File: config.mk
export PLATFORM = sky130hd
export DESIGN_NAME = bpd_update_queue
export DESIGN_NICKNAME = d
export VERILOG_FILES = /design/src/rtl/bpd_update_queue.sv
export SDC_FILE = /design/constraint.sdc
export NUM_CORES = 1
export LEC_CHECK = 0
export ABC_AREA = 1
export BUFFER_PORTS_ARGS = -buffer_cell sky130_fd_sc_hd__buf_2
export CORE_MARGIN = 1
export CORE_UTILIZATION = 42
export CTS_CLUSTER_SIZE = 14
export DETAILED_ROUTE_END_ITERATION = 8
export PLACE_DENSITY = 0.64
export SETUP_SLACK_MARGIN = 0.1
export SYNTH_ARGS = -nofsm -noshare
export SYNTH_HDL_FRONTEND = slang
export SYNTH_SLANG_ARGS = --single-unit
File: constraint.sdc
create_clock -name clk -period 5.95 [get_ports clk]
set_input_delay 0.2975 -clock clk [delete_from_list [all_inputs] [get_ports clk]]
set_output_delay 0.2975 -clock clk [all_outputs]
set_load 0.01 [all_outputs]
File: src/rtl/bpd_update_queue.sv
// Commit-to-BPD update queue: collects up to two resolved branches per cycle and issues one per cycle.
// Optional statistics counters are enabled by defining BPD_UPD_STATS_EN.
module bpd_update_queue #(
    parameter int DEPTH = 8,
    parameter int PC_W  = 32
) (
    input  logic            clk,
    input  logic            rst_n,
    input  logic            cm0_valid,
    input  logic [PC_W-1:0] cm0_pc,
    input  logic            cm0_taken,
    input  logic [PC_W-1:0] cm0_target,
    input  logic            cm0_mispred,
    input  logic            cm1_valid,
    input  logic [PC_W-1:0] cm1_pc,
    input  logic            cm1_taken,
    input  logic [PC_W-1:0] cm1_target,
    input  logic            cm1_mispred,
    output logic            cm_stall,
    output logic            upd_valid,
    input  logic            upd_ready,
    output logic [PC_W-1:0] upd_pc,
    output logic [PC_W-1:0] upd_target,
    output logic            upd_taken,
    output logic            upd_mispred,
`ifdef BPD_UPD_STATS_EN
    output logic [31:0]     stat_br,
    output logic [31:0]     stat_mis,
`endif
    output logic [7:0]      drop_cnt
);
    localparam int PW = $clog2(DEPTH);
    localparam int CW = $clog2(DEPTH + 1);

    typedef struct packed {
        logic [PC_W-1:0] pc;
        logic            taken;
        logic [PC_W-1:0] target;
        logic            mispred;
    } upd_entry_t;

    upd_entry_t        mem [DEPTH];
    logic [PW-1:0]     rd_ptr, wr_ptr;
    logic [CW-1:0]     count;
    logic              pop, acc0, acc1;
    logic [CW-1:0]     free_slots;
    logic [1:0]        drops;
    logic [8:0]        drop_sum;
    logic [PW-1:0]     wr1_ptr;
    upd_entry_t        head;

    // Head is read straight from registered storage, so no input reaches upd_* combinationally.
    assign head        = mem[rd_ptr];
    assign upd_valid   = (count != '0);
    assign upd_pc      = head.pc;
    assign upd_target  = head.target;
    assign upd_taken   = head.taken;
    assign upd_mispred = head.mispred;
    assign cm_stall    = (count > CW'(DEPTH - 2));

    // A pop in the same cycle frees its slot before pushes are admitted.
    assign pop        = upd_valid && upd_ready;
    assign free_slots = CW'(DEPTH) - count + CW'(pop);
    assign acc0       = cm0_valid && (free_slots >= CW'(1));
    assign acc1       = cm1_valid && (free_slots >= (CW'(1) + CW'(acc0)));
    assign drops      = 2'(cm0_valid && !acc0) + 2'(cm1_valid && !acc1);
    assign drop_sum   = {1'b0, drop_cnt} + 9'(drops);
    assign wr1_ptr    = wr_ptr + PW'(acc0);

    always_ff @(posedge clk or negedge rst_n) begin
        if (!rst_n) begin
            rd_ptr   <= '0;
            wr_ptr   <= '0;
            count    <= '0;
            drop_cnt <= '0;
            for (int i = 0; i < DEPTH; i++) mem[i] <= '0;
        end else begin
            if (acc0) mem[wr_ptr]  <= '{cm0_pc, cm0_taken, cm0_target, cm0_mispred};
            if (acc1) mem[wr1_ptr] <= '{cm1_pc, cm1_taken, cm1_target, cm1_mispred};
            wr_ptr   <= wr_ptr + PW'(acc0) + PW'(acc1);
            rd_ptr   <= rd_ptr + PW'(pop);
            count    <= count + CW'(acc0) + CW'(acc1) - CW'(pop);
            drop_cnt <= drop_sum[8] ? 8'hFF : drop_sum[7:0];
        end
    end

`ifdef BPD_UPD_STATS_EN
    always_ff @(posedge clk or negedge rst_n) begin
        if (!rst_n) begin
            stat_br  <= '0;
            stat_mis <= '0;
        end else begin
            stat_br  <= stat_br + 32'(acc0) + 32'(acc1);
            stat_mis <= stat_mis + 32'(acc0 && cm0_mispred) + 32'(acc1 && cm1_mispred);
        end
    end
`endif
endmodule
==> metrics <==
status finished, final reports clean; row cnt 104; Synth Area in Compound Gates 0.0899; Synth Area in Adders 0.00791; Syn Nets 5331; Final period util 0.751; cell taking the most area after synthesis dfrtp_1; met1 GRT Util 0.421; NumNets Final 5232; gr busiest metal met2; worst hold slack 0.0132 ns; Antenna Violating Nets Remaining 0; Slew @ Worst Pin 1.20 ns; starting DRC count in detailed routing 4341; Arr. time, crit path 5.02 ns; Port Buffers 212; GR Overflow Total 0; area of the die 0.0833 sq mm; CTS sink cnt 546; GRT Resource Usage Total 0.309; first-pass GRT wire length 202000 um; largest family of logic cells by synthesized area simple AND/OR/NAND/NOR gates; TritonCTS clock tree done; met3 Use GR 0.0464; placed inst area 0.0356 sq mm; Req. time, crit path 6.50 ns; CTS buffer count 67; post-synth top area share 0.396; Post-Synth XOR/XNOR Area 0.00102; main area contributors after synthesis dfrtp_1, nand2_1, nand4_1, nand3_1, inv_1; Setup CP Type flip-flop to flip-flop; area added between synthesis and finish 11.2%; TritonRoute pass-1 iters 6; initial antenna violation count 4; most common cell after layout, fill and taps aside nand2_1; residual DRC count 0; Setup crit end kind flip-flop; MaxCap Viol Count 0; Initial Util 0.426; syn_area_per_cell 6.66 sq um; via density per instance 5.73; register clock-pin slew on the reported worst setup and hold paths 0.06 ns; vias post-DR 35400; Setup WS post-layout 1.48 ns; crit path max fanout 205; Setup Skew 0.0268 ns; final number of hold-violating endpoints 0; fraction of layout cells with a size suffix above 1 0.0828; DP Wirelength 66900 um; Die Wd 289 um; htree depth 3; total routed wirelength 130000 um; cell area after layout 0.0383 sq mm; VDD IR max 0.000429 V; IO Pins 213; die height 289 um; commonest cells after routing, fill and taps aside nand2_1, inv_1, dfrtp_1; drt wl/cell 21.1 um; pin count of the biggest net entering global routing 206; routability congestion estimate 0.805; Unique masters post-synth 26; met2 GRT Util 0.491; core area 0.0809 sq mm; Synth Area in Simple Gates 0.371; CTS Buffer Depth 3; setup TNS 0 ns; Hold WC Path Type input port to flip-flop; worst slack, placed 1.53 ns; Yosys reg bits 546; Gate Count Post-Synth 5174; Synth Cell Area 0.0345 sq mm; Leak 0.0202 uW; Cell Pwr Density 602 mW/mm^2; warnings from Yosys 0; Worst-Skew Late Latency 0.63 ns; sequential element share of the synthesized area 0.396; Slew Limit Fails 0; RSZ-0062 raised after global routing false; fmax 0.224 GHz; CTS Root Cell clkbuf_16; Slew Limit Headroom 0.198; portion of netlist area occupied by mux cells 0; startpoint type of the worst setup path flip-flop; post-layout min period 4.47 ns; setup repair bufs after CTS 0; endpoints failing setup 0; number of global-route vias before repair 33600; Final Power 23100 uW
[worst max-delay path, stage by stage, from the launching register on]
cell     delay (ns)
dfrtp_1        0.39
inv_1          0.13
ha_1           0.16
nand3_1        0.10
nand2_1        0.11
ha_1           0.15
inv_1          0.06
ha_1           0.31
nor2_1         0.06
nand4_1        0.14
buf_12         0.63
buf_4          0.86
nand3_4        0.09
buf_4          0.53
nand2_1        0.17
nand3_1        0.08
nand2_1        0.11
[metal layers]
metal	wire length, um	part of all wire
met5	113	0.00087
met4	4100	0.031
met1	54200	0.42
met2	60100	0.46
met3	11800	0.090
[cell type report]
| class | count | area, sq um |
|---|---|---|
| antenna | 1 | 2.50 |
| clock buffer | 99 | 2000 |
| clock inverter | 18 | 149 |
| fill | 8339 | 42600 |
| inverter | 636 | 2410 |
| multi-input combinational | 3481 | 16400 |
| sequential | 546 | 13700 |
| tap | 1060 | 1330 |
| timing repair buffer | 343 | 2330 |
[through the flow]
stage / utilization / cells
floorplan: - / 5174
CTS: 0.474 / 6183
finish: 0.474 / 6184
global placement: 0.439 / 6004
global route: 0.474 / 6184
detailed placement: 0.439 / 6004
[logic make-up (layout without fill, tap and decap cells)]
| group | Yosys count | in the layout |
|---|---|---|
| fa+ha+maj | 20 | 20 |
| buf+inv | 1147 | 1096 |
| simple gates | 2854 | 2854 |
| other cells | 0 | 1 |
| compound gates | 603 | 603 |
| flops | 546 | 546 |
| xor+xnor | 4 | 4 |
[worst paths after layout]
| path | startpoint | end | slack, ns | depth (start not counted) |
|---|---|---|---|---|
| min reg2reg | rd_ptr[2] | rd_ptr[2] | 0.52 | 1 |
| min | cm1_pc[26] | mem[192] | 0.01 | 3 |
| max | count[2] | mem[412] | 1.48 | 16 |
| max in group asynchronous | rst_n | mem[441] | 4.09 | 3 |
| min in group asynchronous | rst_n | mem[423] | 0.28 | 2 |
| max reg2reg | count[2] | mem[412] | 1.48 | 16 |
[cell usage after synthesis]
| cell | number |
|---|---|
| a21oi_1 | 269 |
| a31oi_1 | 67 |
| buf_1 | 51 |
| buf_2 | 139 |
| buf_4 | 21 |
| clkbuf_1 | 242 |
| clkbuf_2 | 58 |
| clkinv_1 | 2 |
| dfrtp_1 | 546 |
| fa_1 | 3 |
| ha_1 | 17 |
| inv_1 | 629 |
| inv_2 | 5 |
| nand2_1 | 1675 |
| nand2_2 | 1 |
| nand3_1 | 549 |
| nand3b_1 | 1 |
| nand4_1 | 529 |
| nor2_1 | 86 |
| nor3_1 | 5 |
| nor3_2 | 6 |
| nor4b_1 | 1 |
| o21ai_0 | 267 |
| or2_2 | 1 |
| xnor2_1 | 2 |
| xor2_1 | 2 |
[repair_timing]
action,4_1_cts,5_1_grt
resized for setup,0,0
hold endpoints to repair,466,0
setup endpoints to repair,0,0
hold buffers,62,0
[sequential cells by signal, summed over array words and instances, names as in the netlist]
register	flops
count	4
mem	528
wr_ptr	3
rd_ptr	3
drop_cnt	8
[power breakdown]
group	switching, uW	internal [uW]
combinational	8630	3810
clock	1730	2370
sequential	815	5710
(Power assumes the default switching activity.)
